File: src/rtl/saturn_kbd_pkg.sv
// Shared constants, FSM state type and packet snapshot layout for the Saturn keyboard port.
package saturn_kbd_pkg;

    localparam logic [3:0] NIB_ID0  = 4'h3;
    localparam logic [3:0] NIB_ID1  = 4'h4;
    localparam logic [3:0] EV_MAKE  = 4'hE;
    localparam logic [3:0] EV_BREAK = 4'h7;
    localparam logic [3:0] EV_NONE  = 4'h6;
    localparam logic [3:0] NIB_TRL0 = 4'h0;
    localparam logic [3:0] NIB_TRL1 = 4'h1;
    localparam int         PKT_LEN  = 12;

    typedef enum logic [1:0] {
        ST_IDLE  = 2'd0,
        ST_SETUP = 2'd1,
        ST_ACK   = 2'd2,
        ST_WAIT  = 2'd3
    } tx_state_t;

    typedef struct packed {
        logic [3:0] dpad;
        logic [3:0] start_abc;
        logic [3:0] rxyz;
        logic [3:0] lxxx;
        logic [3:0] led;
        logic [3:0] ev;
        logic [7:0] sc;
        logic       had_ev;
    } snap_t;

    // Indices past the packet end read as zero so over-reads are harmless.
    function automatic logic [3:0] pkt_nibble(input snap_t s, input logic [3:0] idx);
        logic [3:0] n;
        case (idx)
            4'd0:    n = NIB_ID0;
            4'd1:    n = NIB_ID1;
            4'd2:    n = s.dpad;
            4'd3:    n = s.start_abc;
            4'd4:    n = s.rxyz;
            4'd5:    n = s.lxxx;
            4'd6:    n = s.led;
            4'd7:    n = s.ev;
            4'd8:    n = s.sc[7:4];
            4'd9:    n = s.sc[3:0];
            4'd10:   n = NIB_TRL0;
            4'd11:   n = NIB_TRL1;
            default: n = 4'h0;
        endcase
        return n;
    endfunction

endpackage

File: src/rtl/sat_pin_sync.sv
// Two-flop synchroniser for an asynchronous pad input with single-cycle rise/fall pulses.
module sat_pin_sync #(
    parameter logic RST_VAL = 1'b1
) (
    input  logic clk,
    input  logic reset,
    input  logic pin,
    output logic rise,
    output logic fall
);

    logic s1_q, s1_d;
    logic s2_q, s2_d;
    logic s3_q, s3_d;

    always_comb begin
        s1_d = pin;
        s2_d = s1_q;
        s3_d = s2_q;
    end

    always_ff @(posedge clk) begin
        if (reset) begin
            s1_q <= RST_VAL;
            s2_q <= RST_VAL;
            s3_q <= RST_VAL;
        end else begin
            s1_q <= s1_d;
            s2_q <= s2_d;
            s3_q <= s3_d;
        end
    end

    assign rise = s2_q & ~s3_q;
    assign fall = ~s2_q & s3_q;

endmodule

File: src/rtl/saturn_kbd_port_tx.sv
// Saturn keyboard packet transmitter over the TH/TR/TL handshake.
// Define SAT_KBD_TIMEOUT_EN to abort a packet after TIMEOUT_CYC idle-TR cycles in WAIT.
module saturn_kbd_port_tx
    import saturn_kbd_pkg::*;
#(
`ifdef SAT_KBD_TIMEOUT_EN
    parameter int TIMEOUT_CYC = 65535,
`endif
    parameter int ACK_DELAY   = 4
) (
    input  logic       clk,
    input  logic       reset,
    input  logic       enable,
    input  logic [3:0] nib_dpad,
    input  logic [3:0] nib_start_abc,
    input  logic [3:0] nib_rxyz,
    input  logic [3:0] nib_lxxx,
    input  logic [2:0] led,
    input  logic       ev_valid,
    input  logic       ev_make,
    input  logic [7:0] ev_sc,
    output logic       ev_pop,
    input  logic       pad_th,
    input  logic       pad_tr,
    output logic       pad_tl,
    output logic [3:0] pad_d
);

    localparam logic [3:0] ACK_LAST = 4'(ACK_DELAY - 1);
    localparam logic [3:0] IDX_LAST = 4'(PKT_LEN - 1);
    localparam logic [3:0] IDX_OVER = 4'(PKT_LEN);

    logic th_rise, th_fall, tr_rise, tr_fall, tr_edge;

    sat_pin_sync #(.RST_VAL(1'b1)) u_th_sync (
        .clk   (clk),
        .reset (reset),
        .pin   (pad_th),
        .rise  (th_rise),
        .fall  (th_fall)
    );

    sat_pin_sync #(.RST_VAL(1'b1)) u_tr_sync (
        .clk   (clk),
        .reset (reset),
        .pin   (pad_tr),
        .rise  (tr_rise),
        .fall  (tr_fall)
    );

    assign tr_edge = tr_rise | tr_fall;

    tx_state_t  state_q, state_d;
    logic [3:0] idx_q, idx_d;
    logic [3:0] cnt_q, cnt_d;
    logic       tl_q, tl_d;
    snap_t      snap_q, snap_d;
    snap_t      snap_now;

`ifdef SAT_KBD_TIMEOUT_EN
    localparam logic [15:0] TO_LAST = 16'(TIMEOUT_CYC);
    logic [15:0] to_q, to_d;
`endif

    always_comb begin
        snap_now.dpad      = nib_dpad;
        snap_now.start_abc = nib_start_abc;
        snap_now.rxyz      = nib_rxyz;
        snap_now.lxxx      = nib_lxxx;
        snap_now.led       = {1'b0, led[0], led[1], led[2]};
        snap_now.ev        = !ev_valid ? EV_NONE : (ev_make ? EV_MAKE : EV_BREAK);
        snap_now.sc        = ev_valid ? ev_sc : 8'h00;
        snap_now.had_ev    = ev_valid;
    end

    always_ff @(posedge clk) begin
        if (reset) begin
            state_q <= ST_IDLE;
            idx_q   <= 4'd0;
            cnt_q   <= 4'd0;
            tl_q    <= 1'b1;
            snap_q  <= '0;
        end else begin
            state_q <= state_d;
            idx_q   <= idx_d;
            cnt_q   <= cnt_d;
            tl_q    <= tl_d;
            snap_q  <= snap_d;
        end
    end

`ifdef SAT_KBD_TIMEOUT_EN
    always_ff @(posedge clk) begin
        if (reset) to_q <= 16'd0;
        else       to_q <= to_d;
    end
`endif

    // TH rising is checked first in every active state so it beats a same-cycle TR edge.
    always_comb begin
        state_d = state_q;
        idx_d   = idx_q;
        cnt_d   = cnt_q;
        tl_d    = tl_q;
        snap_d  = snap_q;
        if (!enable) begin
            state_d = ST_IDLE;
        end else begin
            case (state_q)
                ST_IDLE: begin
                    if (th_fall) begin
                        snap_d  = snap_now;
                        idx_d   = 4'd0;
                        cnt_d   = 4'd0;
                        state_d = ST_SETUP;
                    end
                end
                ST_SETUP: begin
                    if (th_rise) begin
                        state_d = ST_IDLE;
                    end else if (cnt_q == ACK_LAST) begin
                        cnt_d   = 4'd0;
                        state_d = ST_ACK;
                    end else begin
                        cnt_d = cnt_q + 4'd1;
                    end
                end
                ST_ACK: begin
                    if (th_rise) begin
                        state_d = ST_IDLE;
                    end else begin
                        tl_d    = ~tl_q;
                        state_d = ST_WAIT;
                    end
                end
                ST_WAIT: begin
                    if (th_rise) begin
                        state_d = ST_IDLE;
                    end else if (tr_edge) begin
                        idx_d   = (idx_q < IDX_LAST) ? idx_q + 4'd1 : IDX_OVER;
                        cnt_d   = 4'd0;
                        state_d = ST_SETUP;
                    end
`ifdef SAT_KBD_TIMEOUT_EN
                    else if (to_q == TO_LAST) begin
                        state_d = ST_IDLE;
                    end
`endif
                end
                default: state_d = ST_IDLE;
            endcase
        end
        if (state_d == ST_IDLE) begin
            tl_d = 1'b1;
        end
    end

`ifdef SAT_KBD_TIMEOUT_EN
    always_comb begin
        to_d = to_q + 16'd1;
        if (state_q != ST_WAIT || state_d != state_q || tr_edge) begin
            to_d = 16'd0;
        end
    end
`endif

    always_comb begin
        pad_tl = tl_q;
        pad_d  = (state_q == ST_IDLE) ? NIB_TRL1 : pkt_nibble(snap_q, idx_q);
        ev_pop = enable && (state_q == ST_ACK) && !th_rise &&
                 (idx_q == IDX_LAST) && snap_q.had_ev;
    end

endmodule
File: config.mk
export PLATFORM = sky130hd
export DESIGN_NAME = saturn_kbd_port_tx
export DESIGN_NICKNAME = d
export VERILOG_FILES = /design/src/rtl/saturn_kbd_pkg.sv /design/src/rtl/sat_pin_sync.sv /design/src/rtl/saturn_kbd_port_tx.sv
export SDC_FILE = /design/constraint.sdc
export NUM_CORES = 1
export LEC_CHECK = 0
export BUFFER_PORTS_ARGS = -buffer_cell sky130_fd_sc_hd__buf_4
export CAP_MARGIN = 20
export CELL_PAD_IN_SITES_DETAIL_PLACEMENT = 1
export CELL_PAD_IN_SITES_GLOBAL_PLACEMENT = 1
export CORE_UTILIZATION = 40
export CTS_CLUSTER_SIZE = 20
export DETAILED_ROUTE_END_ITERATION = 6
export GPL_ROUTABILITY_DRIVEN = 0
export MAX_ROUTING_LAYER = met4
export PLACE_DENSITY_LB_ADDON = 0.1
export REMOVE_ABC_BUFFERS = 1
export SLEW_MARGIN = 15
export SYNTH_ARGS = -nofsm -noshare
export SYNTH_HDL_FRONTEND = slang
export SYNTH_HIERARCHICAL = 1
export SYNTH_SLANG_ARGS = --single-unit
export TNS_END_PERCENT = 50
File: constraint.sdc
create_clock -name clk -period 2.25 [get_ports clk]
set_clock_uncertainty 0.2 [all_clocks]
set_input_delay 0.1125 -clock clk [delete_from_list [all_inputs] [get_ports clk]]
set_output_delay 0.1125 -clock clk [all_outputs]
set_load 0.02 [all_outputs]
==> Yosys cells after proc, flatten, opt, wreduce, memory -nomap -nowiden <==
Cells that the tools add are included.
{ "totals": {"ff_bits": 49, "latchBits": 0, "ram_bits": 0, "romBits": 0, "in_bits": 34, "out_inout_bits": 6, "wordCells": 88, "mem_count": 0} }
{ "classes": {"addsub": 2, "mul": 0, "n_div": 0, "order_cmp": 1, "n_eq_ne": 18, "shifts": 0, "mux": 23, "bitwise_logic": 11, "n_reduce_logical": 15} }
{ "op_table": {"columns": ["op", "count"], "rows": [
  ["2-to-1 mux 4 bit", 11],
  ["case mux 4 bit (11 select lines)", 1],
  ["equality test 4 x 3 -> 1 bit, second input constant", 4],
  ["2-to-1 mux 2 bit", 7],
  ["equality test 4 x 2 -> 1 bit, second input constant", 3],
  ["equality test 4 bit, second input constant", 3],
  ["case mux 4 bit (3 select lines)", 1],
  ["adder 4 x 1 -> 4 bit, second input constant", 2],
  ["2-to-1 mux 8 bit", 1],
  ["!= test 2 bit, second input constant", 4],
  ["case mux 2 bit (4 select lines)", 1],
  ["case mux 4 bit (2 select lines)", 1],
  ["NOT 1 bit", 6],
  ["AND reduction 3 bit", 2],
  ["AND reduction 6 bit", 1],
  ["AND reduction 5 bit", 1],
  ["bitwise AND 1 bit", 4],
  ["equality test 2 bit, second input constant", 2],
  ["equality test 4 x 1 -> 1 bit, second input constant", 1],
  ["logical AND 1 bit", 4],
  ["zero test 2 bit", 2],
  ["zero test 4 bit", 1],
  ["less-than comparator 4 bit, second input constant", 1],
  ["nonzero test 3 bit", 1],
  ["other kinds (5)", 5]
]} }

==> Logic depth before layout (Yosys ltp) <==
Gate-level depths: netlist of run 1.
{ "depth": {"word_depth": 9, "ltp_mapped": 7, "mapped_depth_nobuf": 6} }

==> Hierarchy <==
The synthesis of run 1 kept the hierarchy.
{ "by_module_without_submodules": {"columns": ["module", "n_inst", "cells_each", "area_per_inst_um2", "seq_area_each_um2"], "rows": [
  ["saturn_kbd_port_tx", 1, 279, 2160.8, 840.8],
  ["sat_pin_sync", 2, 8, 92.6, 60.1]
]} }

==> Worst setup path after synthesis of run 1 <==
No wires, ideal clock.
{ "synth_path": {"path_type": "reg2out", "from": "register idx_q[0]", "to": "output port pad_d[1]", "arrival_time_ns": 1.702, "required_ns": 1.938, "setup_slack_ns": 0.236, "path_stages_with_launch": 8, "path_buffers": 1, "cell_sequence": "dfxtp_1 -> inv_1 -> ha_1 -> clkbuf_1 -> a22oi_1 -> a211o_1 -> o221ai_1 -> nor2b_1"} }
{ "synth_between": {"elab_chain_cells": 3, "elab_cells_between_ends": 13, "classes_between": "eq/ne (10); mux (2); reduce/logical (1)"} }
{ "synth_lines": {"columns": ["element", "line", "source"], "rows": [
  ["start, declared", "saturn_kbd_port_tx.sv:54", "logic [3:0] idx_q, idx_d;"],
  ["start signal, assigned", "saturn_kbd_port_tx.sv:85", "idx_q <= idx_d;"],
  ["equality test 4 bit, or another cell as far along", "saturn_kbd_pkg.sv:34", "case (idx)"],
  ["case mux 4 bit (11 select lines) (*)", "saturn_kbd_pkg.sv:34", null],
  ["2-to-1 mux 4 bit (*)", "saturn_kbd_port_tx.sv:169", "pad_d = (state_q == ST_IDLE) ? NIB_TRL1 : pkt_nibble(snap_q, idx_q);"],
  ["end, declared", "saturn_kbd_port_tx.sv:26", "output logic [3:0] pad_d"]
]} }
Mark *: on every way between the ends. The rest lies on a longest branch, timed or not.

==> Worst setup path in the final report of run 1 <==
Ends and elaborated chain as after synthesis.

==> results.ini, run 1 <==
[floorplanning]
die_x_um=78.6
io_pins=40
core-area_um2=5570
rows=27
fp.dieH_um=78.6
initial_utilization=0.421
die_area_um2=6180

[finish]
finish.utilization=0.580
syn_to_final_growth_pct=37.8
diodes=0
nets=403
stdcell_area_um2=3230
drive_gt1_frac=0.208

[synthesis]
ys_types=49
synth_edf_count=0
synth_seq_area_share=0.410
synth_ff_type=dfxtp_1
netlist.area_leader.share=0.410
synth_area_leaders=dfxtp_1, nand2_1, a21oi_1, ha_1, nand3_1
yosysWarningCount=6
synth_most_common_cell=nand2_1
synth_top_cells_by_count=nand2_1, dfxtp_1, a21oi_1, nand3_1, clkbuf_1
synth_area_per_cell_um2=7.95
yosysTopAreaCell=dfxtp_1
synthesis.area_um2=2350
ys_ff_latch=48
synthCells=295
async_reset_ff_frac=0

[placed_design]
portBuffers=39
place_hpwl_um=4310
place_area_um2=2700

[worst_setup_path]
path_class=reg2out
cp-start-kind=flop
cp.arrival_ns=1.93
r2r_start=state_q[0]$_SDFF_PP0_
crit_fanout=7
critPathRequiredTime_ns=1.94
cp-startpoint=idx_q[0]$_SDFFE_PP0P_
end_kind=primary output

[global_route]
grt_max_degree=48
grt_first_pass_wirelength_um=11500
overflow=0
grt_pass1_vias=2348
grt_use_total=0.246
antenna_found_initial=0

[timing]
fin_crit_ns=2.25
fin_tns_setup_ns=0
clock.fmax_ghz=0.445
relSlewSlack=0.630
setup_viol=0
slew_viol_final=0
hold_viol=0
tightest_slew_ns=0.548
layout_worst_path_cycle_share=0.999
rsz0062_at_grt=yes

[drt]
first_iter_violations=96
vias=2384
drc_errors=0
dr.pass1.iters=4
ant_nets=0
viasPerCell=5.52
wl_um=7120
wl_per_cell_um=16.5

[pwr]
p_leak_uw=0.00116
power.density_nw_per_um2=546
ir_drop_uv=392

[clock_tree]
htreeDepth=2
cts_tree=done
cts_made_buffers=5
cts.sink_count=48
clk_pin_slew_ns=0.09
cts.path.max_buffers=2
root_buffer=clkbuf_8
clk-insertion-delay-late_ns=0.30

[status]
outcome=finished clean

[hold_path]
hold_start=enable
hp-class=in2reg

[flow_run]
maxCapViolCount=0

[sequential cells by signal, indices dropped and copies added, names as in the netlist]
register and cells:
cnt_q 4, idx_q 4, pad_tl 1, snap_q 31, state_q 2, u_th_sync/s1_q 1, u_th_sync/s2_q 1, u_th_sync/s3_q 1
u_tr_sync/s1_q 1, u_tr_sync/s2_q 1, u_tr_sync/s3_q 1
[placed cells by master (no fill, tap or decap), types with 2 or more instances in the layout]
cell type	n
nand2_1	56
buf_4	47
dfxtp_1	45
a21oi_1	41
dlygate4sd3_1	31
nand3_1	17
inv_1	9
o21ai_0	9
nor2_1	8
nor2b_1	7
or2_1	6
a22oi_1	5
ha_1	5
clkbuf_8	5
nand3b_1	4
nand2b_1	4
o21ai_1	3
nor3_1	3
nand4_1	3
o311ai_0	3
ha_4	3
a22oi_2	2
a222oi_1	2
a221o_1	2
a31oi_1	2
a41oi_1	2
bufinv_16	2
dfxtp_2	2
and2b_1	2
[cells by family (layout without fill, tap and decap cells)]
kind of cell    count (synthesis)  in the layout  share of synthesized area
mux                             3              3                     0.0155
fa+ha+maj                       9              9                     0.0480
buf+inv                        32             97                     0.0544
compound gates                 81             81                      0.211
simple gates                  121            121                      0.258
xor+xnor                        1              1                    0.00373
flops                          48             48                      0.410
[power by group]
| group | internal (µW) | leakage (µW) | switching (µW) |
|---|---|---|---|
| sequential | 863 | 0.000391 | 9.45 |
| clock | 437 | 0.0000642 | 286 |
| combinational | 95.3 | 0.000706 | 72.8 |
[worst paths after layout]
kind                          endpoint  slack (ns)  depth (start not counted)
max                           pad_d[1]       0.003                          6
min                pad_tl$_SDFFE_PP1P_        0.04                          4
max reg2reg      idx_q[1]$_SDFFE_PP0P_        0.22                          6
min reg2reg  u_th_sync/s2_q$_SDFF_PP1_        0.23                          1
[worst max-delay path, cell delays in order, from the launching register on]
cell and delay, ns:
dfxtp_4 0.39, clkinvlp_4 0.14, ha_4 0.21, a222oi_1 0.38, o221ai_1 0.19, nor2b_1 0.16
buf_4 0.15
[layout make-up]
class | count | area, µm²
repair buffers | 79 | 683
flip-flops and latches | 48 | 967
well taps | 72 | 90.1
clock inverters | 2 | 60.1
inverters | 11 | 45.0
fillers | 677 | 2340
multi-input cells | 215 | 1320
clock buffers | 5 | 68.8
[layer usage]
layer	vias to the layer above	track usage	routed length, µm
met2	35	0.399	3500
met1	1179	0.321	3350
met5	-	-	0
met3	6	0.0395	207
li1	1164	-	-
met4	0	0.0556	61
[through the flow]
| step | std cells | hold slack (ns) | setup slack [ns] | total power (µW) |
|---|---|---|---|---|
| after floorplan | 274 | -0.0213 | 0.353 | 933 |
| after global placement | 391 | 0.0965 | 0.230 | 1010 |
| after detailed placement | 391 | 0.0976 | 0.181 | 1010 |
| after CTS | 429 | 0.0357 | 0.00482 | 1780 |
| after global routing | 432 | 0.0626 | -0.0484 | 1830 |
| final | 432 | 0.0378 | 0.00261 | 1760 |
[repair_timing]
| action | CTS | global route |
|---|---|---|
| pin swaps | 0 | 3 |
| gates cloned | 0 | 0 |
| gates resized for setup | 6 | 16 |
| hold buffers | 31 | 0 |
| endpoints found under the setup margin | 4 | 4 |
| buffers inserted | 0 | 3 |
| hold endpoints to repair | 32 | 0 |
Power figures use the tool's default switching activity.
==> run 2, diff against run 1 <==
--- a/config.mk
+++ b/config.mk
@@ -16,6 +16,7 @@
 export MAX_ROUTING_LAYER = met4
 export PLACE_DENSITY_LB_ADDON = 0.1
 export REMOVE_ABC_BUFFERS = 1
+export SETUP_SLACK_MARGIN = 0.02
 export SLEW_MARGIN = 15
 export SYNTH_ARGS = -nofsm -noshare
 export SYNTH_HDL_FRONTEND = slang
==> results.ini, run 2 (synthesis gave the netlist of run 1 again) <==
[worst_setup_path]
crit_path_max_incr_delay_ns=0.39
crit_chain=clkinvlp_4, ha_4, a222oi_1, o221ai_1, nor2b_1, buf_4
r2r_setup_slack_ns=0.22
critPathBufInv=2
r2r_start=state_q[0]$_SDFF_PP0_
cp.depth=6
slowest_stage=dfxtp_4
endpoint=pad_d[1]
cp-startpoint=idx_q[0]$_SDFFE_PP0P_
reg2reg_to=idx_q[1]$_SDFFE_PP0P_
cp-start-kind=flop
crit_fanout=7
cp.arrival_ns=1.94
critPathRequiredTime_ns=1.94
cp_top_family=compound AO/OA/AOI/OAI gates
r2r_cells=6
end_kind=primary output
path_class=reg2out

[global_route]
grt_first_pass_wirelength_um=11500
overflow=0
grt_pass1_vias=2348
antenna_found_initial=0
grt_use_total=0.246
grt_max_degree=48

[status]
outcome=finished clean

[clock_tree]
clk-insertion-delay-late_ns=0.30
cts.path.max_buffers=2
cts.sink_count=48
cts_tree=done
htreeDepth=2
cts_made_buffers=5
clk_pin_slew_ns=0.09
root_buffer=clkbuf_8

[timing]
layout_worst_path_cycle_share=1.00
relSlewSlack=0.614
rsz0062_at_grt=yes
hold_viol=0
slew_viol_final=0
tightest_slew_ns=0.571
fin_hold_ws_ns=0.0349
clock.fmax_ghz=0.445
fin_crit_ns=2.25
setup_viol=0

[finish]
nets=403
drive_gt1_frac=0.211
instances_no_fill=432
layout_common_cells=nand2_1, buf_4, dfxtp_1
layout_commonest_cell=nand2_1
largestRegisters=snap_q x31, cnt_q x4, idx_q x4
regMostFlops=snap_q
syn_to_final_growth_pct=38.0
diodes=0
largest_register_ffs=31

[drt]
ant_nets=0
wl_um=7130
dr.pass1.iters=4
vias=2396
wl_per_cell_um=16.5
first_iter_violations=158
viasPerCell=5.55
drc_errors=0

[pwr]
power.density_nw_per_um2=545
ir_drop_uv=392
p_leak_uw=0.00116

[placed_design]
portBuffers=39
place_hpwl_um=4310
place_inst=391

[flow_run]
maxCapViolCount=0

[floorplanning]
die_x_um=78.6
rows=27
core-area_um2=5570
io_pins=40
initial_utilization=0.421
fp.dieH_um=78.6
die_area_um2=6180

[hold_path]
hp-class=in2reg

## run 2: cell counts in the layout (fill, tap and decap cells not counted)
Identical to the previous run, type by type.
## run 2: final cells by class
class / instances / area (µm²)
tap: 72 / 90.1
timing repair buffer: 79 / 683
inverter: 11 / 45.0
multi-input combinational: 215 / 1320
fill: 676 / 2340
sequential: 48 / 967
clock inverter: 2 / 60.1
clock buffer: 5 / 68.8
## run 2: what timing repair did
action | 4_1_cts | 5_1_grt
setup endpoints to repair | 4 | 4
pin swaps | 0 | 3
buffers inserted | 0 | 3
hold buffers | 31 | 0
hold endpoints to repair | 32 | 0
resized for setup | 6 | 17
## run 2: how the worst min path moves through the flow
stage                     startpoint                   endpoint  slack [ns]  depth (start not counted)
after CTS                     enable        pad_tl$_SDFFE_PP1P_        0.04                          4
after floorplan                reset      idx_q[1]$_SDFFE_PP0P_       -0.02                          1
after global placement        pad_th  u_th_sync/s1_q$_SDFF_PP1_         0.1                          2
final                         enable        pad_tl$_SDFFE_PP1P_        0.03                          4
after detailed placement      pad_th  u_th_sync/s1_q$_SDFF_PP1_         0.1                          2
after global routing          enable        pad_tl$_SDFFE_PP1P_        0.06                          4
## run 2: through the flow
| stage | area (µm²) | util | setup slack (ns) | setup TNS [ns] | total power (µW) |
|---|---|---|---|---|---|
| floorplan | 2260 | - | 0.353 | 0 | 933 |
| global placement | 2700 | 0.484 | 0.230 | 0 | 1010 |
| detailed placement | 2700 | 0.484 | 0.181 | 0 | 1010 |
| CTS | 3160 | 0.567 | 0.00482 | 0 | 1780 |
| global route | 3240 | 0.581 | -0.0532 | -0.127 | 1830 |
| finish | 3240 | 0.581 | 0.000589 | 0 | 1770 |
## run 2: power breakdown
group	internal (µW)	switching, µW	total, µW
logic	95.3	72.6	168
registers	863	9.45	872
clock network	437	288	726
total	1400	371	1770
## run 2: worst register-to-register path, delay by kind of cell, from the launching register on
family	cells	cell delay [ns]
AO/OA/AOI/OAI	1	0.22
adder cells (fa/ha/maj)	1	0.33
buffers and inverters	1	0.10
flip-flops	1	0.45
multiplexers	1	0.31
AND/OR/NAND/NOR	2	0.36
## run 2: per-layer routing
| metal | global-route usage | wire length [µm] |
|---|---|---|
| met2 | 0.399 | 3480 |
| met4 | 0.0556 | 74 |
| met3 | 0.0395 | 263 |
| met5 | - | 0 |
| met1 | 0.321 | 3320 |
